<file path="config.mk">
export PLATFORM = sky130hd
export DESIGN_NAME = jtgng_sys_ctrl
export DESIGN_NICKNAME = d
export VERILOG_FILES = /design/src/rtl/jtgng_sys_ctrl.sv
export SDC_FILE = /design/constraint.sdc
export NUM_CORES = 1
export LEC_CHECK = 0
export CAP_MARGIN = 20
export CORE_MARGIN = 3
export CORE_UTILIZATION = 35
export DETAILED_ROUTE_END_ITERATION = 16
export GPL_ROUTABILITY_DRIVEN = 0
export PLACE_DENSITY_LB_ADDON = 0.08
export SLEW_MARGIN = 20
export SYNTH_ARGS = -nofsm -noshare
export SYNTH_HDL_FRONTEND = slang
export SYNTH_SLANG_ARGS = --single-unit
</file>
<file path="constraint.sdc">
create_clock -name clk_rgb -period 3 [get_ports clk_rgb]
set_input_delay 0.6 -clock clk_rgb [delete_from_list [all_inputs] [get_ports clk_rgb]]
set_output_delay 0.6 -clock clk_rgb [all_outputs]
set_load 0.02 [all_outputs]
</file>
<file path="src/rtl/jtgng_sys_ctrl.sv">
// jtgng_sys_ctrl: merges reset sources into a held game_rst and aligns pause toggles to vblank start
module jtgng_sys_ctrl #(
  parameter int RST_CYCLES = 255,
  parameter int CNT_W      = 8
) (
  input  logic       clk_rgb,
  input  logic       rst,
  input  logic       LVBL,
  input  logic       downloading,
  input  logic       rst_req,
  input  logic       dip_flip,
  input  logic       key_reset,
  input  logic       key_pause,
  input  logic       joy_pause_b,
  output logic       game_rst,
  output logic       game_pause,
  output logic       pause_pend,
  output logic [1:0] st
);
  typedef enum logic [1:0] {RST_HOLD = 2'd0, RUN = 2'd1, PEND = 2'd2} state_t;
  state_t st_q, st_d;
  logic [CNT_W-1:0] cnt_q, cnt_d;
  logic game_rst_q, game_rst_d, game_pause_q, game_pause_d, pause_pend_q, pause_pend_d;
  logic last_dip_q, last_key_rst_q, last_key_pause_q, last_joy_b_q, last_lvbl_q;
  logic rsrc, ptog, vbs;
  assign rsrc = downloading | rst_req | (dip_flip != last_dip_q) | (key_reset & ~last_key_rst_q);
  assign ptog = (key_pause & ~last_key_pause_q) | (~joy_pause_b & last_joy_b_q);
  assign vbs  = ~LVBL & last_lvbl_q;
  // History regs track inputs every cycle, including during rst, so release raises no event
  always_ff @(posedge clk_rgb) begin
    last_dip_q       <= dip_flip;
    last_key_rst_q   <= key_reset;
    last_key_pause_q <= key_pause;
    last_joy_b_q     <= joy_pause_b;
    last_lvbl_q      <= LVBL;
  end
  always_ff @(posedge clk_rgb) begin
    if (rst) begin
      st_q         <= RST_HOLD;
      cnt_q        <= '0;
      game_rst_q   <= 1'b1;
      game_pause_q <= 1'b0;
      pause_pend_q <= 1'b0;
    end else begin
      st_q         <= st_d;
      cnt_q        <= cnt_d;
      game_rst_q   <= game_rst_d;
      game_pause_q <= game_pause_d;
      pause_pend_q <= pause_pend_d;
    end
  end
  always_comb begin
    st_d         = st_q;
    cnt_d        = cnt_q;
    game_rst_d   = game_rst_q;
    game_pause_d = game_pause_q;
    pause_pend_d = pause_pend_q;
    if (st_q == RST_HOLD) begin
      game_rst_d   = 1'b1;
      game_pause_d = 1'b0;
      pause_pend_d = 1'b0;
      cnt_d        = rsrc ? '0 : cnt_q + 1'b1;
      if (!rsrc && cnt_q == CNT_W'(RST_CYCLES - 1)) begin
        st_d       = RUN;
        cnt_d      = '0;
        game_rst_d = 1'b0;
      end
    end else if (rsrc) begin
      st_d         = RST_HOLD;
      cnt_d        = '0;
      game_rst_d   = 1'b1;
      game_pause_d = 1'b0;
      pause_pend_d = 1'b0;
    end else if (st_q == PEND) begin
      // A second toggle cancels the pending one, even on a vblank-start cycle
      if (ptog || vbs) begin
        st_d         = RUN;
        pause_pend_d = 1'b0;
        game_pause_d = ptog ? game_pause_q : ~game_pause_q;
      end
    end else if (ptog) begin
      st_d         = vbs ? RUN : PEND;
      pause_pend_d = ~vbs;
      game_pause_d = vbs ? ~game_pause_q : game_pause_q;
    end
  end
  assign game_rst   = game_rst_q;
  assign game_pause = game_pause_q;
  assign pause_pend = pause_pend_q;
  assign st         = st_q;
endmodule
</file>
==> run metrics, run 1 <==
clk buf depth 2; most common cell after layout, fill and taps aside dfxtp_1; detailed-route DRC error count 0; initial antenna violation count 0; standard-cell rows 17; top cell type's share of synthesized area 0.413; first-pass GRT wire length 2.77 mm; Tot Pwr 0.393 mW; DP HPWL 1.21 mm; Layout Skew 0.0105 ns; Critical Path RT 2.40 ns; clock sinks 18; vias per cell 5.25; # nets final ~120; Routed wire per std cell ~12 um; Synth async-reset ratio 0; Final period util 0.650; Yosys cell types 36; worst min-delay path category reg -> reg; Syn Inst Count 96; crit start category flip-flop; starting density of the core 0.380; unrepaired setup endpoints after global routing no; CP top delay family buffers and inverters; CTS tree built; Crit-path slowest cell clkdlybuf4s50_1; FF-to-FF Start cnt_q[0]$_SDFFE_PP0P_; Avg Inst Size Synth about 9.1 um2; routed vias just over 700; Yosys Warn Count 0; hold path start game_rst$_SDFFE_PP1P_; n_diodes 0; num ports 14; Max stage delay on crit path approximately 0.63 ns; postcts setup bufs 0; # port buffers 13; P_leak around 0.36 nW; critical path class reg -> out; Core ar. about 0.0023 mm2; fin crit period 1.95 ns; final setup TNS 0 ns; die height 55.9 um; Crit path arrival time between 1 and 1.5 ns; Area contributors post-synth dfxtp_1 (41%), a311oi_2 (5.2%), a21oi_1 (4.0%); largest net degree at the start of global routing 13; VDD IR max roughly 0.2 mV; First-pass DRT Iterations 4; GRT Total Usage 0.112; layout cell share with drive strength beyond 1 0.118; Worst Path Buf+Inv 1; number of synthesized register bits 18; CTS clock-pin slew for the worst setup and hold paths approximately 0.11 ns; clk_lat worst skew around 0.3 ns; final wirelength around 1.7 mm; most frequent cells in the layout dfxtp_1 (18), clkdlybuf4s50_1 (13), a21oi_1 (7), nor2_1 (7), nand2_1 (7); die area approximately 0.0031 mm2; post-cts resize count 0; vias in the first global route between 600 and 700; max cap viols 0; PwrDens ~370 mW/mm2; CP endpoint kind primary output; maximum clock frequency just over 500 MHz; sequential element share of the synthesized area 0.413; post-route ant nets 0; number of synthesized flops with an enable pin 0; hold buffers post-CTS 0; status finished clean; TritonCTS Buffers 3; relative slew slack 0.771; CTS Root Cell clkbuf_4; Initial DRC Count 12; Setup Viol. Count Final 0; CP Cell Sequence clkdlybuf4s50_1; Syn Nets about 110; Synth Flop Type dfxtp_1; max-slew violation count 0; mapped cell area 872 um2; Horiz. Die Dim roughly 56 um; Synth area leader dfxtp_1; Least-Margin Pin Slew around 0.34 ns; GRT Residual Overflow 0; number of hold violations in the final report 0; area grow syn2layout 20.2%; CP startpoint st[1]$_SDFFE_PP0P_; critical-path maximum fanout 6; H-tree Lvls 1
==> worst paths after layout <==
| check | to | slack [ns] | cells past startpoint |
|---|---|---|---|
| max reg2reg | cnt_q[1]$_SDFFE_PP0P_ | 1.49 | 5 |
| min | game_rst$_SDFFE_PP1P_ | 0.49 | 1 |
| min reg2reg | game_rst$_SDFFE_PP1P_ | 0.49 | 1 |
| max | st[1] | 1.05 | 1 |
==> cells in the mapped netlist, drive strengths merged, types with 3 or more instances <==
cell / n
dfxtp: 18
a21oi: 7
nand2: 7
nor2: 7
nand3: 6
inv: 5
o21ai: 5
a311oi: 3
and4: 3
nor2b: 3
nor3: 3
or3: 3
==> flip-flops by register name, summed over array words and instances (netlist names) <==
| register | flops |
|---|---|
| last_key_pause_q | 1 |
| game_rst | 1 |
| last_key_rst_q | 1 |
| game_pause | 1 |
| st | 2 |
| last_lvbl_q | 1 |
| pause_pend | 1 |
| last_dip_q | 1 |
| cnt_q | 8 |
| last_joy_b_q | 1 |
==> final cells by class <==
| cell class | instances | area (um2) |
|---|---|---|
| Fill cell | 227 | 1250 |
| Multi-Input combinational cell | 70 | 474 |
| Sequential cell | 18 | 360 |
| Timing Repair Buffer | 14 | 138 |
| Tap cell | 28 | 35.0 |
| Clock buffer | 3 | 22.5 |
| Inverter | 5 | 18.8 |
==> worst reg2reg max path: stages, from the launching register on <==
cell	delay, ns
dfxtp_1	0.43
inv_1	0.08
ha_1	0.23
and4_1	0.23
or3_1	0.35
a21oi_1	0.13
==> layer usage <==
| layer | up-vias | routed length [um] | global-route usage |
|---|---|---|---|
| met5 | - | 0 | 0 |
| met4 | 0 | 20 | 0.0407 |
| met3 | 2 | 106 | 0.0534 |
| li1 | 385 | - | - |
| met1 | 322 | 875 | 0.153 |
| met2 | 16 | 649 | 0.150 |
==> through the flow <==
| stage | cell area [um2] | utilization | hold WS [ns] | instances | setup WS [ns] |
|---|---|---|---|---|---|
| 2_1_floorplan | 872 | - | 0.466 | 96 | 1.29 |
| 4_1_cts | 1050 | 0.456 | 0.485 | 138 | 1.04 |
| 5_1_grt | 1050 | 0.456 | 0.525 | 138 | 0.986 |
| 6_report | 1050 | 0.456 | 0.490 | 138 | 1.05 |
| 3_5_place_dp | 1030 | 0.447 | 0.457 | 135 | 0.762 |
| 3_3_place_gp | 1030 | 0.447 | 0.449 | 135 | 0.794 |
==> power by group <==
part | internal, mW | switching (mW) | total, mW | leakage (nW)
clock | 0.0467 | 0.0748 | 0.121 | 0.0138
combinational | 0.0153 | 0.0118 | 0.0270 | 0.201
sequential | 0.243 | 0.00166 | 0.244 | 0.147
total | 0.305 | 0.0882 | 0.393 | 0.361
==> cells by family after synthesis <==
| group | count (synthesis) | synth area share |
|---|---|---|
| flip-flops | 18 | 0.413 |
| buffers and inverters | 8 | 0.0430 |
| XOR/XNOR | 2 | 0.0201 |
| AO/OA/AOI/OAI | 27 | 0.244 |
| AND/OR/NAND/NOR | 39 | 0.251 |
| adder cells (fa/ha/maj) | 2 | 0.0287 |
Note: power is estimated with default switching activity, not from simulation.
==> run 2: changes to the inputs <==
clock period = 2 ns   (was 3 ns; I/O delays follow)
==> run 2 against run 1 <==
Net effect: final cell count is 1.4% higher; non-clock buffer count is 1 higher; register-to-register slack worse by 1.0 ns; sequential power is 50% higher; first-iteration DRC count is 83% higher; flip-flop and latch count stayed put; final area is 2.0% higher; hold slack better by 0.0033 ns; power is 61% higher; critical endpoint is now st[0]; highest routed layer unchanged.
==> run metrics, run 2 (synthesis gave the netlist of run 1 again) <==
num ports 14 (unchanged); GRT Residual Overflow 0 (unchanged); hold buffers post-CTS 0 (unchanged); Crit-path slowest cell clkdlybuf4s50_1; critical path class reg -> out; Tot Pwr 0.633 mW (+61%); crit start category flip-flop; standard-cell rows 17 (unchanged); Core ar. 0.00230 mm2 (unchanged); # nets final 124 (+0.81%); die area 0.00313 mm2 (unchanged); worst min-delay path category reg -> reg; Final period util 0.866; CTS Root Cell clkbuf_4; VDD IR max 0.315 mV (+58%); Max Used Layer met4; # fillers 240 (+5.7%); CTS clock-pin slew for the worst setup and hold paths 0.11 ns (about the same); largest net degree at the start of global routing 11 (-2); First-pass DRT Iterations 4 (unchanged); max cap viols 0 (unchanged); Crit path arrival time 1.33 ns (-0.02 ns); Critical Path RT 1.60 ns (-0.80 ns); starting density of the core 0.380 (unchanged); setup ws final 0.268 ns (-0.783 ns); clk buf depth 2 (unchanged); dpl ws 0.00206 ns (-0.760 ns); CP endpoint kind primary output; PwrDens 592 mW/mm2 (+58%); initial antenna violation count 0 (unchanged); clk_lat worst skew 0.29 ns (about the same); Largest Register cnt_q; number of hold violations in the final report 0 (unchanged); critical-path maximum fanout 6 (unchanged); vias per cell 5.40 (+2.8%); n_diodes 0 (unchanged); CP top delay family buffers and inverters; final setup TNS 0 ns (unchanged); Initial DRC Count 22 (+10); CTS tree built; die height 55.9 um (unchanged); postcts setup bufs 0 (unchanged); WL met3 112 um (+5.7%); area grow syn2layout 22.7%; layout cell share with drive strength beyond 1 0.134 (+0.0157); Least-Margin Pin Slew 0.476 ns (+0.133 ns); met2 routed WL 692 um (+6.6%); max-slew violation count 0 (unchanged); status finished clean; H-tree Lvls 1 (unchanged); Setup Viol. Count Final 0 (unchanged); CP Cell Sequence clkdlybuf4s50_1; unrepaired setup endpoints after global routing no; Largest register FFs 8 (unchanged); clock sinks 18 (unchanged); Worst Path Buf+Inv 1 (unchanged); relative slew slack 0.682 (-0.0892); post-cts resize count 0 (unchanged); post-route ant nets 0 (unchanged); most frequent cells in the layout dfxtp_1 (18), clkdlybuf4s50_1 (13), a21oi_1 (7), nor2_1 (7), nand2_1 (7); Routed wire per std cell 11.8 um (-1.2%); routed vias 756 (+4.3%); maximum clock frequency 577 MHz; first-pass GRT wire length 2.88 mm (+4.0%); most common cell after layout, fill and taps aside dfxtp_1; vias in the first global route 675 (+8.3%); TritonCTS Buffers 3 (unchanged); Placed Area 0.00103 mm2 (+0.73%); Max stage delay on crit path 0.63 ns (about the same); Final Cell Area 0.00107 mm2 (+2.0%); Layout Skew 0.0106 ns (+0.000112 ns); P_leak 0.373 nW (+3.2%); Horiz. Die Dim 55.9 um (unchanged); fin crit period roughly 1.7 ns; # port buffers 13 (unchanged); DP HPWL 1.27 mm (+5.5%); final wirelength 1.66 mm (+0.24%); GRT Total Usage 0.114 (+0.00208); met1 WL 831 um (-5.0%); detailed-route DRC error count 0 (unchanged)
[run 2: cell count changes in the layout (fill, tap and decap cells not counted), sizes merged]
cell	previous run	this run
buf	1	2
clkbuf	3	4
[run 2: path summary, 6_finish.rpt]
| path | from | endpoint | slack [ns] | cells after the start |
|---|---|---|---|---|
| setup / recovery | st[0]$_SDFFE_PP0P_ | st[0] | 0.27 | 1 |
| hold / removal | game_rst$_SDFFE_PP1P_ | game_rst$_SDFFE_PP1P_ | 0.49 | 1 |
| setup reg to reg | cnt_q[0]$_SDFFE_PP0P_ | cnt_q[1]$_SDFFE_PP0P_ | 0.45 | 5 |
| hold reg to reg | game_rst$_SDFFE_PP1P_ | game_rst$_SDFFE_PP1P_ | 0.49 | 1 |
[run 2: through the flow]
step                cells   util  hold slack (ns)
finish                140  0.466            0.494
CTS                   140  0.466            0.491
global route          140  0.466            0.526
detailed placement    136  0.450            0.458
floorplan              96      -            0.428
global placement      136  0.450            0.456
[run 2: layout make-up]
class,instances,area (um2),area share
clock buffers,4,36.3,0.0339
inverters,5,18.8,0.0175
multi-input cells,70,474,0.443
flip-flops and latches,18,360,0.337
well taps,28,35.0,0.0327
repair buffers,15,145,0.136
[run 2: layer usage]
layer / global-route usage / vias up
li1: - / 388
met1: 0.158 / 345
met2: 0.162 / 21
met3: 0.0255 / 2
met4: 0.0610 / 0
met5: 0 / -
[run 2: where the power goes]
| group | internal, mW | switching (mW) | leakage (nW) |
|---|---|---|---|
| clock | 0.111 | 0.115 | 0.0210 |
| combinational | 0.0235 | 0.0170 | 0.205 |
| sequential | 0.364 | 0.00250 | 0.147 |
==> run 3: changes to the inputs <==
GPL_ROUTABILITY_DRIVEN = unset   (was 0)
==> results of run 3 <==
Final layout, timing and power as in run 2 (identical DEF).
